==> src/rtl/axi_lite_regfile_pkg.sv <==
// Shared AXI4-Lite definitions for the register-file responder:
// bus widths, response codes and the byte-strobe merge helper.
package axi_lite_regfile_pkg;

    localparam int unsigned AXI_ADDR_W = 32;
    localparam int unsigned AXI_DATA_W = 32;
    localparam int unsigned AXI_STRB_W = AXI_DATA_W / 8;

    typedef enum logic [1:0] {
        RESP_OKAY   = 2'b00,
        RESP_SLVERR = 2'b10
    } resp_e;

    function automatic logic [AXI_DATA_W-1:0] strb_merge(
        input logic [AXI_DATA_W-1:0] old_v,
        input logic [AXI_DATA_W-1:0] new_v,
        input logic [AXI_STRB_W-1:0] strb
    );
        logic [AXI_DATA_W-1:0] r;
        r = old_v;
        for (int unsigned k = 0; k < AXI_STRB_W; k++) begin
            if (strb[k]) r[8*k +: 8] = new_v[8*k +: 8];
        end
        return r;
    endfunction

endpackage

==> src/rtl/axi_lite_hold_slot.sv <==
// One-entry holding register: loads on valid&ready, clears on consume,
// and reports whether it currently holds an entry.
module axi_lite_hold_slot #(
    parameter int unsigned W = 32
) (
    input  logic         clk,
    input  logic         rstn,
    input  logic         in_valid,
    output logic         in_ready,
    input  logic [W-1:0] in_data,
    input  logic         consume,
    output logic         held,
    output logic [W-1:0] out_data
);

    logic         held_q, held_d;
    logic [W-1:0] data_q, data_d;

    always_comb begin
        held_d = held_q;
        data_d = data_q;
        if (consume) held_d = 1'b0;
        if (in_valid && !held_q) begin
            held_d = 1'b1;
            data_d = in_data;
        end
    end

    always_ff @(posedge clk) begin
        if (!rstn) begin
            held_q <= 1'b0;
            data_q <= '0;
        end else begin
            held_q <= held_d;
            data_q <= data_d;
        end
    end

    assign in_ready = !held_q;
    assign held     = held_q;
    assign out_data = data_q;

endmodule

==> src/rtl/axi_lite_regfile.sv <==
// AXI4-Lite register bank: NREGS x 32-bit registers with byte strobes,
// read-only slots mirroring ro_in, and per-register write pulses.
module axi_lite_regfile
    import axi_lite_regfile_pkg::*;
#(
    parameter int unsigned      NREGS       = 16,
    parameter logic [31:0]      RESET_VALUE = 32'h0,
    parameter logic [NREGS-1:0] RO_MASK     = '0
) (
    input  logic                    clk,
    input  logic                    rstn,
    input  logic [AXI_ADDR_W-1:0]   s_araddr,
    output logic                    s_arready,
    input  logic                    s_arvalid,
    input  logic [2:0]              s_arprot,
    output logic [AXI_DATA_W-1:0]   s_rdata,
    input  logic                    s_rready,
    output logic [1:0]              s_rresp,
    output logic                    s_rvalid,
    input  logic [AXI_ADDR_W-1:0]   s_awaddr,
    output logic                    s_awready,
    input  logic                    s_awvalid,
    input  logic [2:0]              s_awprot,
    input  logic [AXI_DATA_W-1:0]   s_wdata,
    output logic                    s_wready,
    input  logic [AXI_STRB_W-1:0]   s_wstrb,
    input  logic                    s_wvalid,
    input  logic                    s_bready,
    output logic [1:0]              s_bresp,
    output logic                    s_bvalid,
    output logic [32*NREGS-1:0]     reg_out,
    input  logic [32*NREGS-1:0]     ro_in,
    output logic [NREGS-1:0]        wr_pulse
);

    logic                             aw_held, w_held, commit;
    logic [AXI_ADDR_W-1:0]            aw_addr;
    logic [AXI_STRB_W+AXI_DATA_W-1:0] w_slot;
    logic [29:0]                      aw_idx, ar_idx;

    logic [31:0]      regs_q [NREGS];
    logic [31:0]      regs_d [NREGS];
    logic [31:0]      cur_val [NREGS];
    logic [NREGS-1:0] wr_pulse_q, wr_pulse_d;
    logic             bvalid_q, bvalid_d;
    resp_e            bresp_q, bresp_d;
    logic             rvalid_q, rvalid_d;
    logic [31:0]      rdata_q, rdata_d;
    resp_e            rresp_q, rresp_d;

    logic unused_bits;
    assign unused_bits = ^{s_arprot, s_awprot, s_araddr[1:0], aw_addr[1:0]};

    axi_lite_hold_slot #(.W(AXI_ADDR_W)) u_aw_slot (
        .clk      (clk),
        .rstn     (rstn),
        .in_valid (s_awvalid),
        .in_ready (s_awready),
        .in_data  (s_awaddr),
        .consume  (commit),
        .held     (aw_held),
        .out_data (aw_addr)
    );

    axi_lite_hold_slot #(.W(AXI_STRB_W + AXI_DATA_W)) u_w_slot (
        .clk      (clk),
        .rstn     (rstn),
        .in_valid (s_wvalid),
        .in_ready (s_wready),
        .in_data  ({s_wstrb, s_wdata}),
        .consume  (commit),
        .held     (w_held),
        .out_data (w_slot)
    );

    assign commit = aw_held && w_held && !bvalid_q;
    assign aw_idx = aw_addr[31:2];
    assign ar_idx = s_araddr[31:2];

    always_comb begin
        reg_out = '0;
        for (int unsigned i = 0; i < NREGS; i++) begin
            cur_val[i]          = RO_MASK[i] ? ro_in[32*i +: 32] : regs_q[i];
            reg_out[32*i +: 32] = cur_val[i];
        end
    end

    // Write commit: an unmatched index falls through as SLVERR with no side effects.
    always_comb begin
        regs_d     = regs_q;
        wr_pulse_d = '0;
        bvalid_d   = bvalid_q;
        bresp_d    = bresp_q;
        if (bvalid_q && s_bready) bvalid_d = 1'b0;
        if (commit) begin
            bvalid_d = 1'b1;
            bresp_d  = RESP_SLVERR;
            for (int unsigned i = 0; i < NREGS; i++) begin
                if (aw_idx == 30'(i)) begin
                    bresp_d = RESP_OKAY;
                    if (!RO_MASK[i]) begin
                        regs_d[i]     = strb_merge(regs_q[i], w_slot[AXI_DATA_W-1:0],
                                                   w_slot[AXI_STRB_W+AXI_DATA_W-1:AXI_DATA_W]);
                        wr_pulse_d[i] = 1'b1;
                    end
                end
            end
        end
    end

    // Reads sample regs_q, so a same-edge commit is not visible to the capture.
    always_comb begin
        rvalid_d = rvalid_q;
        rdata_d  = rdata_q;
        rresp_d  = rresp_q;
        if (rvalid_q && s_rready) rvalid_d = 1'b0;
        if (s_arvalid && !rvalid_q) begin
            rvalid_d = 1'b1;
            rdata_d  = '0;
            rresp_d  = RESP_SLVERR;
            for (int unsigned i = 0; i < NREGS; i++) begin
                if (ar_idx == 30'(i)) begin
                    rdata_d = cur_val[i];
                    rresp_d = RESP_OKAY;
                end
            end
        end
    end

    always_ff @(posedge clk) begin
        if (!rstn) begin
            for (int unsigned i = 0; i < NREGS; i++) regs_q[i] <= RESET_VALUE;
            wr_pulse_q <= '0;
            bvalid_q   <= 1'b0;
            bresp_q    <= RESP_OKAY;
            rvalid_q   <= 1'b0;
            rdata_q    <= '0;
            rresp_q    <= RESP_OKAY;
        end else begin
            regs_q     <= regs_d;
            wr_pulse_q <= wr_pulse_d;
            bvalid_q   <= bvalid_d;
            bresp_q    <= bresp_d;
            rvalid_q   <= rvalid_d;
            rdata_q    <= rdata_d;
            rresp_q    <= rresp_d;
        end
    end

    assign s_arready = !rvalid_q;
    assign s_rvalid  = rvalid_q;
    assign s_rdata   = rdata_q;
    assign s_rresp   = rresp_q;
    assign s_bvalid  = bvalid_q;
    assign s_bresp   = bresp_q;
    assign wr_pulse  = wr_pulse_q;

endmodule

==> config.mk <==
export PLATFORM = sky130hd
export DESIGN_NAME = axi_lite_regfile
export DESIGN_NICKNAME = d
export VERILOG_FILES = /design/src/rtl/axi_lite_regfile_pkg.sv /design/src/rtl/axi_lite_hold_slot.sv /design/src/rtl/axi_lite_regfile.sv
export SDC_FILE = /design/constraint.sdc
export NUM_CORES = 1
export LEC_CHECK = 0
export CAP_MARGIN = 20
export CORE_AREA = 3 3 467 469
export CTS_BUF_LIST = sky130_fd_sc_hd__clkbuf_4
export CTS_CLUSTER_SIZE = 25
export DETAILED_ROUTE_END_ITERATION = 7
export DIE_AREA = 0 0 470 472
export PLACE_DENSITY = 0.37
export RECOVER_POWER = 50
export SLEW_MARGIN = 30
export SYNTH_ARGS = -nofsm -noshare
export SYNTH_HDL_FRONTEND = slang
export SYNTH_SLANG_ARGS = --single-unit
export TNS_END_PERCENT = 1
==> constraint.sdc <==
create_clock -name clk -period 4.55 [get_ports clk]
set_input_delay 0.91 -clock clk [delete_from_list [all_inputs] [get_ports clk]]
set_output_delay 0.91 -clock clk [all_outputs]
set_load 0.03 [all_outputs]
Word-level counts from Yosys, hierarchy flattened
Index checks and enable logic that the tools add are counted.
- register bits after elaboration: 636
- input bits: 625
- output and inout bits: 569
- word-level logic and storage cells: 257
- eq/ne operators: 30
- muxes and demuxes: 71
- reduce and logical (&&, ||, !) cells: 82
- operator list (kind ; count):
    $mux W32 ; 16
    $eq A30 B4 Y1 const B ; 16
    $eq A30 B3 Y1 const B ; 8
    $reduce_and A3 Y1 ; 64
    $eq A30 B2 Y1 const B ; 4
    $mux W2 ; 32
    $eq A30 B1 Y1 const B ; 2
    $logic_not A30 Y1 ; 2
    $mux W1 ; 23
    $reduce_bool A2 Y1 ; 4
    $logic_and A1 B1 Y1 ; 7
    $logic_not A1 Y1 ; 4
    $reduce_and A2 Y1 ; 1

Logic depth before layout (Yosys ltp)
Gate-level depths: netlist (run 1).
- depth after elaboration: 17
- mapped depth: 11

Modules after synthesis
A second synthesis (run 1) with hierarchy kept.
- cell total of the unflattened synthesis: 3646
- area, all modules: 28259.6 um^2
- by module, submodules not included (module ; instances ; cells an instance ; area each (um^2) ; seq. area each (um^2)):
    axi_lite_regfile ; 1 ; 3341 ; 25395.6 ; 11290.8
    axi_lite_hold_slot at u_w_slot ; 1 ; 161 ; 1508.9 ; 740.7
    axi_lite_hold_slot at u_aw_slot ; 1 ; 144 ; 1355.0 ; 660.6

Least setup slack after synthesis (run 1)
OpenSTA, ideal clock, no wires.
- path kind: in2reg
- start: input port s_araddr[3]
- end: register rdata_q[0], in the netlist s_rdata[0]
- data arrival time: 2867 ps
- required time: 4435 ps
- setup slack: 1568 ps
- cell stages on the path: 9
- path through: buf_2 nor2_1 nand3_1 or4_1 buf_2 clkbuf_1 o221ai_1 a31oi_1 o21a_1
- cells in the longest elaborated chain, start to end: 17
- elaborated cells between the ends (all ways): 32
- those cells by class: eq/ne (15); mux (16); reduce/logical (1)
- ends and longest elaborated chain (item ; RTL line ; source):
    start: declaration ; axi_lite_regfile.sv:12 ; input logic [AXI_ADDR_W-1:0] s_araddr,
    $logic_not A30 Y1 ; axi_lite_regfile.sv:122 ; if (ar_idx == 30'(i)) begin
    $mux W32 (15 in a row) ; axi_lite_regfile.sv:122 ;
    $mux W32 * ; axi_lite_regfile.sv:122 ;
    end signal: assignment ; axi_lite_regfile.sv:145 ; rdata_q <= rdata_d;
    end: declaration ; axi_lite_regfile.sv:48 ; logic [31:0] rdata_q, rdata_d;
Mark *: on every way between the ends. The rest lies on a longest branch, timed or not.
A chain may end at the register's enable or synchronous reset.

Worst setup path in the final report (run 1)
- start: input port s_araddr[15]
- end: register rdata_q[23], in the netlist s_rdata[23]
The elaborated chain is that of the path after synthesis.

==> results.md, run 1 <==
* Max_slew headroom at -76.5%
* Fmax at 252 MHz
* Full die area at 222,000 um2
* CTS clk-pin slew, worst paths at 0.07 ns
* Leakage power at 13.9 nW
* Gr ovfl total at 0
* Clock Skews at 0.120 ns
* Initial antenna violation count at 22
* Count of final setup violators at 0
* Number of flops mapped to enable cells by yosys at 0
* Crit-path max FO at 10
* Worst Min Path Start: s_awaddr[25]
* Largest net degree at the start of global routing at 98
* Slew Viols, Final at 194
* Mapped Cells at 3,662
* R2R cell count at 8
* Final WS setup at 0.585 ns
* Post-route setup TNS at 0 ns
* Tot GR Track Use at 19.3%
* Final Critical Period at 3.97 ns
* Final ANT Viol Nets at 0
* Synth area leader: dfxtp_1
* Area delta synth->final at 49.4%
* Clk buf depth at 3
* Worst reg2reg setup slack at 0.64 ns
* Cells on Worst Hold Path at 3
* Multi-input logic area at 14,100 um2
* # rows at 170
* Max Cap Viol at 5
* H-tree levels at 4
* Die Wd at 470 um
* Most frequent cells in the layout: 1,319 x nand2_1, 670 x a21oi_1, 624 x dfxtp_1
* Drt total wl at 224,000 um
* Filler instances at 24,400
* DRC at 0
* Syn Area/Cell at 7.64 um2
* Ranking of synthesized cells by area: dfxtp_1 45%, nand2_1 18%, a21oi_1 12%, clkbuf_1 2.2%, nor2_4 1.9%
* Post-CTS sizing at 0
* CTS sink cnt at 632
* R2r endpoint: reg_out[471]
* Worst path required time at 5.66 ns
* Status: complete, but fails checks
* Clock Latency Late Sink at 1.27 ns
* Via count at 32,400
* Top FF cell, synth: dfxtp_1
* Peak supply drop at 0.236 mV
* WS Path Type: in -> reg
* Worst slew pin tran at 2.65 ns
* Share of cells above drive strength 1 at 14.7%
* Worst Hold Endpoint: u_aw_slot.out_data[25]
* Synth cell types at 79
* Failing checks: max-capacitance violations, max-slew violations
* I/O Pins at 1,194
* #FFs+latches synth at 632
* Placer congestion estimate at 0.872
* Final hold vios at 0
* Initial Util at 13.1%
* 1st-iter DRT viols at 3,245
* NumNets Final at 5,183
* Power Density at 297 nW/um2
* DR WL/cell at 29.6 um
* Post-CTS setup buffer count at 0
* Synth async-reset ratio at 0%
* Reg area at 12,700 um2
* Via density at 4.28
* CP endpoint kind: flip-flop
* Drt pass-1 iters at 6
* Most common cell after layout, fill and taps aside: nand2_1
* Synthesized area at 28,000 um2
* CTS tree: yes
* Vias in the first global route at 30,500
* Port-buffer cells at 669
* Share of the synthesized area in the top cell type at 45.2%
* Pre-CTS WS at 0.0839 ns
* RSZ-0062 raised after global routing: no
* Setup crit start kind: input port
* Clk root buf: clkbuf_4
* Post-synthesis sequential area ratio at 45.2%
* First-pass GRT wire length at 289,000 um
* Crit path DAT at 5.08 ns
* CTS Hold Buffers Added at 0
* Yosys warns at 0
* Die height at 472 um
* Core area at 214,000 um2
* Worst Hold Class: in -> reg
* Post-DP HPWL at 180,000 um
* Period Utilization, post-route at 87.1%
* Crit path launch: s_araddr[15]
* Total CTS buffers at 189
* Reg2reg start: u_aw_slot.out_data[6]
==> state kept, by name, summed over array words and instances (netlist names) <==
register            count
s_rresp                 1
reg_out               512
u_aw_slot.out_data     30
u_w_slot.held           1
s_bvalid                1
s_bresp                 1
u_w_slot.out_data      36
u_aw_slot.held          1
s_rdata                32
s_rvalid                1
wr_pulse               16
==> final cells by class <==
| type | instances | share of cell area [%] |
|---|---|---|
| Timing Repair Buffer | 952 | 21.4 |
| Clock inverter | 63 | 0.883 |
| Tap cell | 2838 | 8.49 |
| Sequential cell | 632 | 30.3 |
| Multi-Input combinational cell | 2755 | 33.7 |
| Inverter | 28 | 0.269 |
| Antenna cell | 25 | 0.150 |
| Clock buffer | 271 | 4.87 |
==> layer usage <==
metal | share of wire, % | track usage [%] | up-vias
met5 | 0.0058 | 0 | -
met4 | 4.4 | 7.81 | 2
met3 | 8.3 | 5.43 | 292
met2 | 43 | 29.1 | 1669
met1 | 44 | 25.8 | 15800
li1 | - | - | 14600
==> worst max-delay path, stage by stage <==
cell	delay, ns
clkdlybuf4s50_1	0.42
nor4_1	0.42
buf_4	0.24
nand4_1	0.10
buf_4	0.18
buf_4	0.16
buf_4	0.15
nor4_1	1.06
clkbuf_1	0.64
nand2_1	0.36
a22oi_1	0.24
o21ai_0	0.10
o21ai_0	0.08
==> power by group <==
part | internal, mW | switching [mW]
combinational | 0.269 | 0.720
clock | 2.83 | 2.95
sequential | 5.58 | 0.0832
total | 8.68 | 3.75
==> per-stage QoR <==
step | total power [mW] | hold slack (ns) | cell area (um2) | utilization [%] | cells
final | 12.4 | 0.220 | 41800 | 19.5 | 7564
after global routing | 12.9 | 0.0930 | 41800 | 19.5 | 7550
after CTS | 12.6 | 0.0960 | 42000 | 19.6 | 7539
after detailed placement | 6.79 | 0.447 | 39600 | 18.5 | 7205
after global placement | 6.79 | 0.444 | 39600 | 18.5 | 7205
after floorplan | 6.19 | 0.431 | 28000 | - | 3663
==> cells in the mapped netlist (all sizes together) (10+ instances only) <==
cell type,number
a211oi,12
a21o,11
a21oi,670
a221o,25
a221oi,28
a222oi,13
a22o,10
a22oi,30
a31oi,14
buf,84
clkbuf,164
dfxtp,632
inv,27
mux2,17
mux2i,19
nand2,1328
nand3,24
nand4,18
nor2,159
nor2b,11
nor3,72
nor4,28
o211ai,13
o21ai,65
o221ai,24
o22ai,29
or3,16
==> worst max path at each step <==
stage	endpoint	slack [ns]	depth (start not counted)
after CTS	reg_out[401]	0.81	7
after floorplan	s_rdata[0]	1.57	9
after global placement	s_rdata[28]	0.11	10
after global routing	s_rdata[18]	0.43	13
final	s_rdata[23]	0.58	13
after detailed placement	s_rdata[28]	0.08	10
==> kinds of logic after synthesis <==
kind of cell | count (synthesis) | synth area share, %
buffers and inverters | 276 | 4.08
flip-flops | 632 | 45.2
other | 1 | 0.0134
multiplexers | 42 | 1.85
AO/OA/AOI/OAI | 1012 | 21.3
AND/OR/NAND/NOR | 1699 | 27.5
Power figures use the tool's default switching activity.
==> inputs of run 2 (changes only) <==
Settings changed: ABC_CLOCK_PERIOD_IN_PS set to 4550, SETUP_SLACK_MARGIN set to 0.4.
==> results of run 2 <==
Final layout, timing and power as in run 1 (identical DEF).
